<file path="src/rtl/intrapred_pkg.sv">
// Shared definitions for the intra-prediction residue save/read path:
// frame and macroblock defaults, macroblock count helper, mode and reader
// state encodings.
package intrapred_pkg;

  localparam int unsigned LENGTH_DEF    = 1280;
  localparam int unsigned WIDTH_DEF     = 720;
  localparam int unsigned MB_SIZE_L_DEF = 8;
  localparam int unsigned MB_SIZE_W_DEF = 8;
  localparam int unsigned MBN_BITS_DEF  = 14;
  localparam int unsigned ADDR_BITS_DEF = 20;

  // 3-bit prediction mode as held in the mode store.
  typedef enum logic [2:0] {
    MODE_VERTICAL   = 3'd0,
    MODE_HORIZONTAL = 3'd1,
    MODE_DC         = 3'd2,
    MODE_DIAG_DL    = 3'd3,
    MODE_DIAG_DR    = 3'd4,
    MODE_VERT_RIGHT = 3'd5,
    MODE_HORIZ_DOWN = 3'd6,
    MODE_VERT_LEFT  = 3'd7
  } mode_t;

  typedef enum logic [1:0] {
    IDLE  = 2'd0,
    ADDR  = 2'd1,
    FETCH = 2'd2,
    DRAIN = 2'd3
  } rd_state_t;

  // Number of macroblocks in one frame.
  function automatic int unsigned calc_nmb(input int unsigned length,
                                           input int unsigned width,
                                           input int unsigned mb_l,
                                           input int unsigned mb_w);
    return (length / mb_l) * (width / mb_w);
  endfunction

endpackage

</file>
<file path="src/rtl/skid_fifo2.sv">
// Two-entry synchronous FIFO carrying an 8-bit residue plus a last flag,
// valid/ready on both sides. The head entry drives the outputs directly so
// they stay stable while the consumer stalls.
module skid_fifo2 (
  input  logic       clk,
  input  logic       reset,
  input  logic       in_valid,
  output logic       in_ready,
  input  logic [7:0] in_data,
  input  logic       in_last,
  output logic       out_valid,
  input  logic       out_ready,
  output logic [7:0] out_data,
  output logic       out_last,
  output logic [1:0] count
);

  logic [8:0] mem [2];
  logic       wr_ptr;
  logic       rd_ptr;
  logic [1:0] cnt;
  logic       push;
  logic       pop;

  assign in_ready  = (cnt != 2'd2);
  assign out_valid = (cnt != 2'd0);
  assign push      = in_valid && in_ready;
  assign pop       = out_valid && out_ready;
  assign {out_last, out_data} = mem[rd_ptr];
  assign count     = cnt;

  // Storage, pointers and occupancy update.
  always_ff @(posedge clk or posedge reset) begin
    if (reset) begin
      // NOTE: the storage is reset because its head entry drives out_data and
      // out_last, which must read zero straight after reset.
      for (int i = 0; i < 2; i++) mem[i] <= '0;
      wr_ptr <= 1'b0;
      rd_ptr <= 1'b0;
      cnt    <= 2'd0;
    end else begin
      if (push) begin
        mem[wr_ptr] <= {in_last, in_data};
        wr_ptr      <= ~wr_ptr;
      end
      if (pop) rd_ptr <= ~rd_ptr;
      case ({push, pop})
        2'b10:   cnt <= cnt + 2'd1;
        2'b01:   cnt <= cnt - 2'd1;
        default: cnt <= cnt;
      endcase
    end
  end

endmodule

</file>
<file path="src/rtl/mb_residue_reader.sv">
// Reads one macroblock's prediction mode and residue block from the frame
// stores and streams the residues in raster order over valid/ready.
module mb_residue_reader
  import intrapred_pkg::*;
#(
  parameter int unsigned LENGTH    = LENGTH_DEF,
  parameter int unsigned WIDTH     = WIDTH_DEF,
  parameter int unsigned MB_SIZE_L = MB_SIZE_L_DEF,
  parameter int unsigned MB_SIZE_W = MB_SIZE_W_DEF,
  parameter int unsigned MBN_BITS  = MBN_BITS_DEF,
  parameter int unsigned ADDR_BITS = ADDR_BITS_DEF
) (
  input  logic                 clk,
  input  logic                 reset,
  input  logic                 start,
  input  logic [MBN_BITS-1:0]  mbnumber,
  output logic                 busy,
  output logic                 done,
  output logic                 err,
  output logic                 res_rd_en,
  output logic [ADDR_BITS-1:0] res_rd_addr,
  input  logic [7:0]           res_rd_data,
  output logic                 mode_rd_en,
  output logic [MBN_BITS-1:0]  mode_rd_addr,
  input  logic [2:0]           mode_rd_data,
  output logic                 out_valid,
  input  logic                 out_ready,
  output logic [7:0]           out_data,
  output logic [2:0]           out_mode,
  output logic                 out_last
);

  localparam int unsigned MBS_PER_ROW = LENGTH / MB_SIZE_L;
  localparam int unsigned NMB         = calc_nmb(LENGTH, WIDTH, MB_SIZE_L, MB_SIZE_W);
  localparam logic [4:0]  X_LAST      = 5'(MB_SIZE_L - 1);
  localparam logic [4:0]  Y_LAST      = 5'(MB_SIZE_W - 1);

  rd_state_t            state, state_nx;
  logic [MBN_BITS-1:0]  mbn_q;
  logic [ADDR_BITS-1:0] row_base;
  logic [4:0]           x_q, y_q;
  logic                 first_fetch;
  logic                 rd_pend, rd_pend_last, mode_pend;
  mode_t                mode_q;
  logic                 done_q, err_q;
  logic                 accept, reject, last_issue, issue_ok;
  logic [31:0]          mb_row, mb_col;
  logic [2:0]           pending_cnt;
  logic [1:0]           fifo_count;
  logic                 fifo_in_ready;
  logic                 fire;

  assign busy         = (state != IDLE);
  assign done         = done_q;
  assign err          = err_q;
  assign out_mode     = mode_q;
  assign fire         = out_valid && out_ready;
  assign last_issue   = (x_q == X_LAST) && (y_q == Y_LAST);
  assign res_rd_addr  = res_rd_en  ? row_base + ADDR_BITS'(x_q) : '0;
  assign mode_rd_addr = mode_rd_en ? mbn_q : '0;
  assign mb_row       = 32'(mbn_q) / MBS_PER_ROW;
  assign mb_col       = 32'(mbn_q) % MBS_PER_ROW;

  // Beats buffered or already on their way, net of the one leaving this cycle.
  assign pending_cnt = {1'b0, fifo_count} + {2'b00, rd_pend} - {2'b00, fire};
  assign issue_ok    = (pending_cnt < 3'd2) && (fifo_in_ready || fire);

  // Next state, request accept/reject and store read strobes.
  always_comb begin
    // NOTE: every output of this block gets a default first so no path leaves
    // one unassigned, which would infer a latch.
    state_nx   = state;
    accept     = 1'b0;
    reject     = 1'b0;
    res_rd_en  = 1'b0;
    mode_rd_en = 1'b0;
    case (state)
      IDLE: begin
        if (start) begin
          if (32'(mbnumber) < NMB) begin
            accept   = 1'b1;
            state_nx = ADDR;
          end else begin
            reject = 1'b1;
          end
        end
      end
      ADDR: state_nx = FETCH;
      FETCH: begin
        mode_rd_en = first_fetch;
        if (issue_ok) begin
          res_rd_en = 1'b1;
          if (last_issue) state_nx = DRAIN;
        end
      end
      DRAIN: begin
        if (fire && out_last) state_nx = IDLE;
      end
      default: state_nx = IDLE;
    endcase
  end

  // State register, block addressing counters and read-return tracking.
  always_ff @(posedge clk or posedge reset) begin
    if (reset) begin
      state        <= IDLE;
      mbn_q        <= '0;
      row_base     <= '0;
      x_q          <= '0;
      y_q          <= '0;
      first_fetch  <= 1'b0;
      rd_pend      <= 1'b0;
      rd_pend_last <= 1'b0;
      mode_pend    <= 1'b0;
      mode_q       <= MODE_VERTICAL;
      done_q       <= 1'b0;
      err_q        <= 1'b0;
    end else begin
      // NOTE: sequential state uses non-blocking assignments so every flop
      // samples the pre-edge value of the others.
      state        <= state_nx;
      done_q       <= (state == DRAIN) && fire && out_last;
      err_q        <= reject;
      first_fetch  <= (state == ADDR);
      rd_pend      <= res_rd_en;
      rd_pend_last <= res_rd_en && last_issue;
      mode_pend    <= mode_rd_en;
      if (accept) mbn_q <= mbnumber;
      if (mode_pend) mode_q <= mode_t'(mode_rd_data);
      if (state == ADDR) begin
        row_base <= ADDR_BITS'(mb_row * MB_SIZE_W * LENGTH + mb_col * MB_SIZE_L);
        x_q      <= '0;
        y_q      <= '0;
      end else if (res_rd_en) begin
        if (x_q == X_LAST) begin
          x_q      <= '0;
          y_q      <= y_q + 5'd1;
          row_base <= row_base + ADDR_BITS'(LENGTH);
        end else begin
          x_q <= x_q + 5'd1;
        end
      end
    end
  end

  skid_fifo2 u_fifo (
    .clk       (clk),
    .reset     (reset),
    .in_valid  (rd_pend),
    .in_ready  (fifo_in_ready),
    .in_data   (res_rd_data),
    .in_last   (rd_pend_last),
    .out_valid (out_valid),
    .out_ready (out_ready),
    .out_data  (out_data),
    .out_last  (out_last),
    .count     (fifo_count)
  );

endmodule

</file>
<file path="config.mk">
export PLATFORM = sky130hd
export DESIGN_NAME = mb_residue_reader
export DESIGN_NICKNAME = d
export VERILOG_FILES = /design/src/rtl/intrapred_pkg.sv /design/src/rtl/skid_fifo2.sv /design/src/rtl/mb_residue_reader.sv
export SDC_FILE = /design/constraint.sdc
export NUM_CORES = 1
export LEC_CHECK = 0
export CAP_MARGIN = 30
export CORE_ASPECT_RATIO = 1.25
export CORE_MARGIN = 3
export CORE_UTILIZATION = 65
export DETAILED_ROUTE_END_ITERATION = 8
export DONT_BUFFER_PORTS = 1
export HOLD_SLACK_MARGIN = 0.12
export PLACE_DENSITY = 0.91
export SETUP_SLACK_MARGIN = 0.2
export SYNTH_ARGS = -nofsm -noshare
export SYNTH_HDL_FRONTEND = slang
export SYNTH_SLANG_ARGS = --single-unit
</file>
<file path="constraint.sdc">
create_clock -name clk -period 9.3 [get_ports clk]
set_input_delay 1.395 -clock clk [delete_from_list [all_inputs] [get_ports clk]]
set_output_delay 1.395 -clock clk [all_outputs]
set_load 0.02 [all_outputs]
</file>
==> results.txt <==
----------------------------------------------------
[Setup path]
  Worst reg2reg path startpoint ... mbn_q[11]$_DFFE_PP0P_
  Crit path arrival time ... between 8000 and 9000 ps
  Worst setup path class ... register to register
  Crit path max-delay family ... simple AND/OR/NAND/NOR gates
  R2R setup slack ... 1050 ps
  Cell type of the slowest stage on the worst timing path ... sky130_fd_sc_hd__dfrtp_1
  Delay of the slowest cell on the worst path ... between 700 and 800 ps
  Critical-path maximum fanout ... 24
  Reg-to-Reg End ... row_base[19]$_DFFE_PP0P_
  Startpoint type of the worst setup path ... register
  Worst Setup End Kind ... register
  Buffer and inverter count on the worst path ... 8
  Reg2reg path depth ... 34
  WP data required ... 9500 ps

[Min path]
  Critical hold path startpoint ... u_fifo.mem[15]$_DFFE_PP0P_
  Hold path endpoint ... u_fifo.mem[15]$_DFFE_PP0P_
  HP Class ... register to register
  Number of cells traversed by the worst hold path ... 1

[Pwr]
  Static Leak ... between 2 and 3 nW
  Peak supply drop ... 0.0000949 V
  Power per cell area ... between 150 and 200 nW/um^2
  Overall power after layout ... 1.21 mW

[Clocking]
  Total setup buffers inserted after CTS ... 0
  Post-CTS sizing ... 0
  Clock tree root driver cell ... sky130_fd_sc_hd__clkbuf_16
  Clock tree from TritonCTS ... done
  Cts hold-fix bufs ... 0
  Maximum number of buffers from clock root to sink ... 2
  Clock tree sinks ... between 70 and 80
  Clock transition at the registers of the reported paths ... 60 ps
  CTS buffer count ... 9
  Clock Latency Late Sink ... approximately 340 ps
  Number of H-tree levels ... 3

[STA]
  Hold_ws ... 501 ps
  Worst-case headroom to the max-slew limit ... about 33%
  Minimum period implied by the final worst setup slack ... 8250 ps
  Final worst path period share ... 88.7%
  Final number of max-transition violations ... 0
  Top achievable clock speed ... 121 MHz
  Total Negative Setup Slacks ... 0 ps
  Number of failing setup endpoints in the final timing report ... 0
  Final setup skew ... 6.81 ps
  Setup repair after global routing missed its margin ... false
  Final Hold Fails ... 0
  Worst slew pin tran ... 1000 ps

[Synthesis]
  Nets in the synthesized netlist ... 827
  Synthesized netlist cell count ... approximately 770
  Top FF cell, synth ... sky130_fd_sc_hd__dfrtp_1
  Async set-or-reset flop fraction in the synthesized netlist ... 100%
  Number of flops mapped to enable cells by yosys ... 0
  Syn_area_per_cell ... 8.71 sq um
  Warning count from the yosys run ... 0
  Part of the Yosys area used for sequential elements ... around 28%
  Count of state elements after synthesis ... 74
  Netlist area before placement ... 6670 sq um
  Number of different library cells in the post-synthesis netlist ... 100

[Route]
  Met2 wire length ... approximately 8800 um
  Via density per instance ... between 6 and 7
  Routed length per placed instance ... 20.8 um
  Pre-Repair DR Iteration Count ... 5
  Residual antenna-violating net count after detailed routing ... 0
  Number of remaining DRC errors ... 0
  Met3 Wirelength ... about 1400 um
  Total length of routed wires ... 18000 um
  Met1 wire length ... 6960 um
  Top routing layer used ... met4
  DRC violation total after the first TritonRoute iteration ... between 500 and 600
  Via count ... between 6k and 7k

[Outcome]
  Status ... complete, no violations

[Floorplan]
  I/O pin total ... just over 80
  Initial core utilization ... 68.0%
  Vertical die dimension ... 119 um
  Core region area ... 9810 sq um
  Width of the die ... 96.6 um
  Area of the die ... 11500 sq um
  Number of rows in the core area ... 40

[Placement]
  Cell area reported after detailed placement ... 6630 sq um
  HPWL after detailed placement ... 12300 um
  RePlAce Congestion ... 0.995
  PortBufs ... 0

[Finish]
  Count of nets after finishing ... 797
  Share of the core filled with cells ... between 70% and 80%
  Layout cell share with drive strength beyond 1 ... 15.7%
  Finished Cell Area ... 6930 sq um
  Count of antenna diodes in the layout ... 0
  P&R area growth vs syn ... 3.96%

[Run]
  Max-cap violation count ... 0

[Global routing]
  Total GRT Usage ... 32.6%
  Aggregate global routing overflow ... 0
  Wire length of the first global-routing pass ... 29900 um
  Via count of the first global-routing pass ... 6018
  Pin count of the biggest net entering global routing ... 75
  Initial antenna violation count ... 0

----------------------------------------------------
[metal layers]
layer | up-vias | track usage [%]
met3 | 70 | 8.34
met5 | - | 0
met1 | 2904 | 40.4
met2 | 320 | 50.5
li1 | 2717 | -
met4 | 0 | 18.7
[placed cells by master (no fill, tap or decap), types with 10 or more instances in the layout]
master                     instances
sky130_fd_sc_hd__a21oi_1          35
sky130_fd_sc_hd__and3_1           22
sky130_fd_sc_hd__dfrtp_1          74
sky130_fd_sc_hd__ha_1             29
sky130_fd_sc_hd__inv_1            29
sky130_fd_sc_hd__mux2_2           45
sky130_fd_sc_hd__nand2_1          67
sky130_fd_sc_hd__nand3_1          28
sky130_fd_sc_hd__nor2_1           71
sky130_fd_sc_hd__nor3_1           13
sky130_fd_sc_hd__o211ai_1         10
sky130_fd_sc_hd__o21ai_0          39
sky130_fd_sc_hd__xnor2_1          38
sky130_fd_sc_hd__xor2_1           22
[how the worst max path moves through the flow]
| stage | startpoint | to | slack, ps | cells past startpoint |
|---|---|---|---|---|
| floorplan | mbn_q[11]$_DFFE_PP0P_ | row_base[19]$_DFFE_PP0P_ | 2840 | 34 |
| finish | mbn_q[11]$_DFFE_PP0P_ | row_base[19]$_DFFE_PP0P_ | 1050 | 34 |
| detailed placement | mbn_q[11]$_DFFE_PP0P_ | row_base[19]$_DFFE_PP0P_ | 1270 | 34 |
| global placement | mbn_q[11]$_DFFE_PP0P_ | row_base[19]$_DFFE_PP0P_ | 1690 | 34 |
| CTS | mbn_q[11]$_DFFE_PP0P_ | row_base[19]$_DFFE_PP0P_ | 1190 | 34 |
| global route | mbn_q[11]$_DFFE_PP0P_ | row_base[19]$_DFFE_PP0P_ | 510 | 34 |
[through the flow]
step	instances	setup WS (ps)
after floorplan	766	2840
final	867	1050
after global placement	851	1690
after CTS	867	1190
after detailed placement	851	1270
after global routing	867	510
[final cells by class]
| cell class | instances | area, sq um |
|---|---|---|
| Timing Repair Buffer | 5 | 37.5 |
| Clock inverter | 6 | 65.1 |
| Clock buffer | 10 | 239 |
| Sequential cell | 74 | 1850 |
| Fill cell | 676 | 2880 |
| Inverter | 37 | 146 |
| Tap cell | 126 | 158 |
| Multi-Input combinational cell | 609 | 4440 |
[flip-flops by register name (all words and copies together) (netlist names), 2 cells and up]
signal        cells
u_fifo.mem       18
out_mode          3
y_q               5
mbn_q            14
state             2
u_fifo.count      2
row_base         17
x_q               5
[logic make-up after synthesis]
| logic type | after synthesis | share of synthesized area [%] |
|---|---|---|
| xor+xnor | 61 | 8.29 |
| buf+inv | 83 | 5.72 |
| compound gates | 191 | 21.4 |
| flops | 74 | 27.8 |
| fa+ha+maj | 33 | 6.51 |
| mux | 47 | 7.90 |
| simple gates | 277 | 22.4 |
[report_power, final]
part	switching, mW	total (mW)	internal [mW]
logic	0.264	0.403	0.139
clock network	0.138	0.353	0.215
registers	0.0662	0.457	0.391
[Yosys cell counts (8+ instances only)]
| master | number | area [sq um] |
|---|---|---|
| sky130_fd_sc_hd__o21ai_0 | 39 | 195 |
| sky130_fd_sc_hd__nand2_1 | 67 | 251 |
| sky130_fd_sc_hd__a21oi_1 | 35 | 175 |
| sky130_fd_sc_hd__nor2_1 | 71 | 267 |
| sky130_fd_sc_hd__inv_1 | 30 | 113 |
| sky130_fd_sc_hd__nor3_1 | 13 | 65.1 |
| sky130_fd_sc_hd__clkbuf_1 | 23 | 86.3 |
| sky130_fd_sc_hd__o211ai_1 | 10 | 75.1 |
| sky130_fd_sc_hd__and3_1 | 22 | 138 |
| sky130_fd_sc_hd__xor2_1 | 22 | 193 |
| sky130_fd_sc_hd__and2_1 | 9 | 56.3 |
| sky130_fd_sc_hd__dfrtp_1 | 74 | 1850 |
| sky130_fd_sc_hd__nand3_1 | 28 | 140 |
| sky130_fd_sc_hd__ha_1 | 29 | 363 |
| sky130_fd_sc_hd__o21ai_1 | 9 | 45.0 |
| sky130_fd_sc_hd__buf_2 | 8 | 40.0 |
| sky130_fd_sc_hd__mux2_2 | 45 | 507 |
| sky130_fd_sc_hd__nand2b_1 | 9 | 56.3 |
| sky130_fd_sc_hd__xnor2_1 | 38 | 333 |
(Power assumes the default switching activity.)
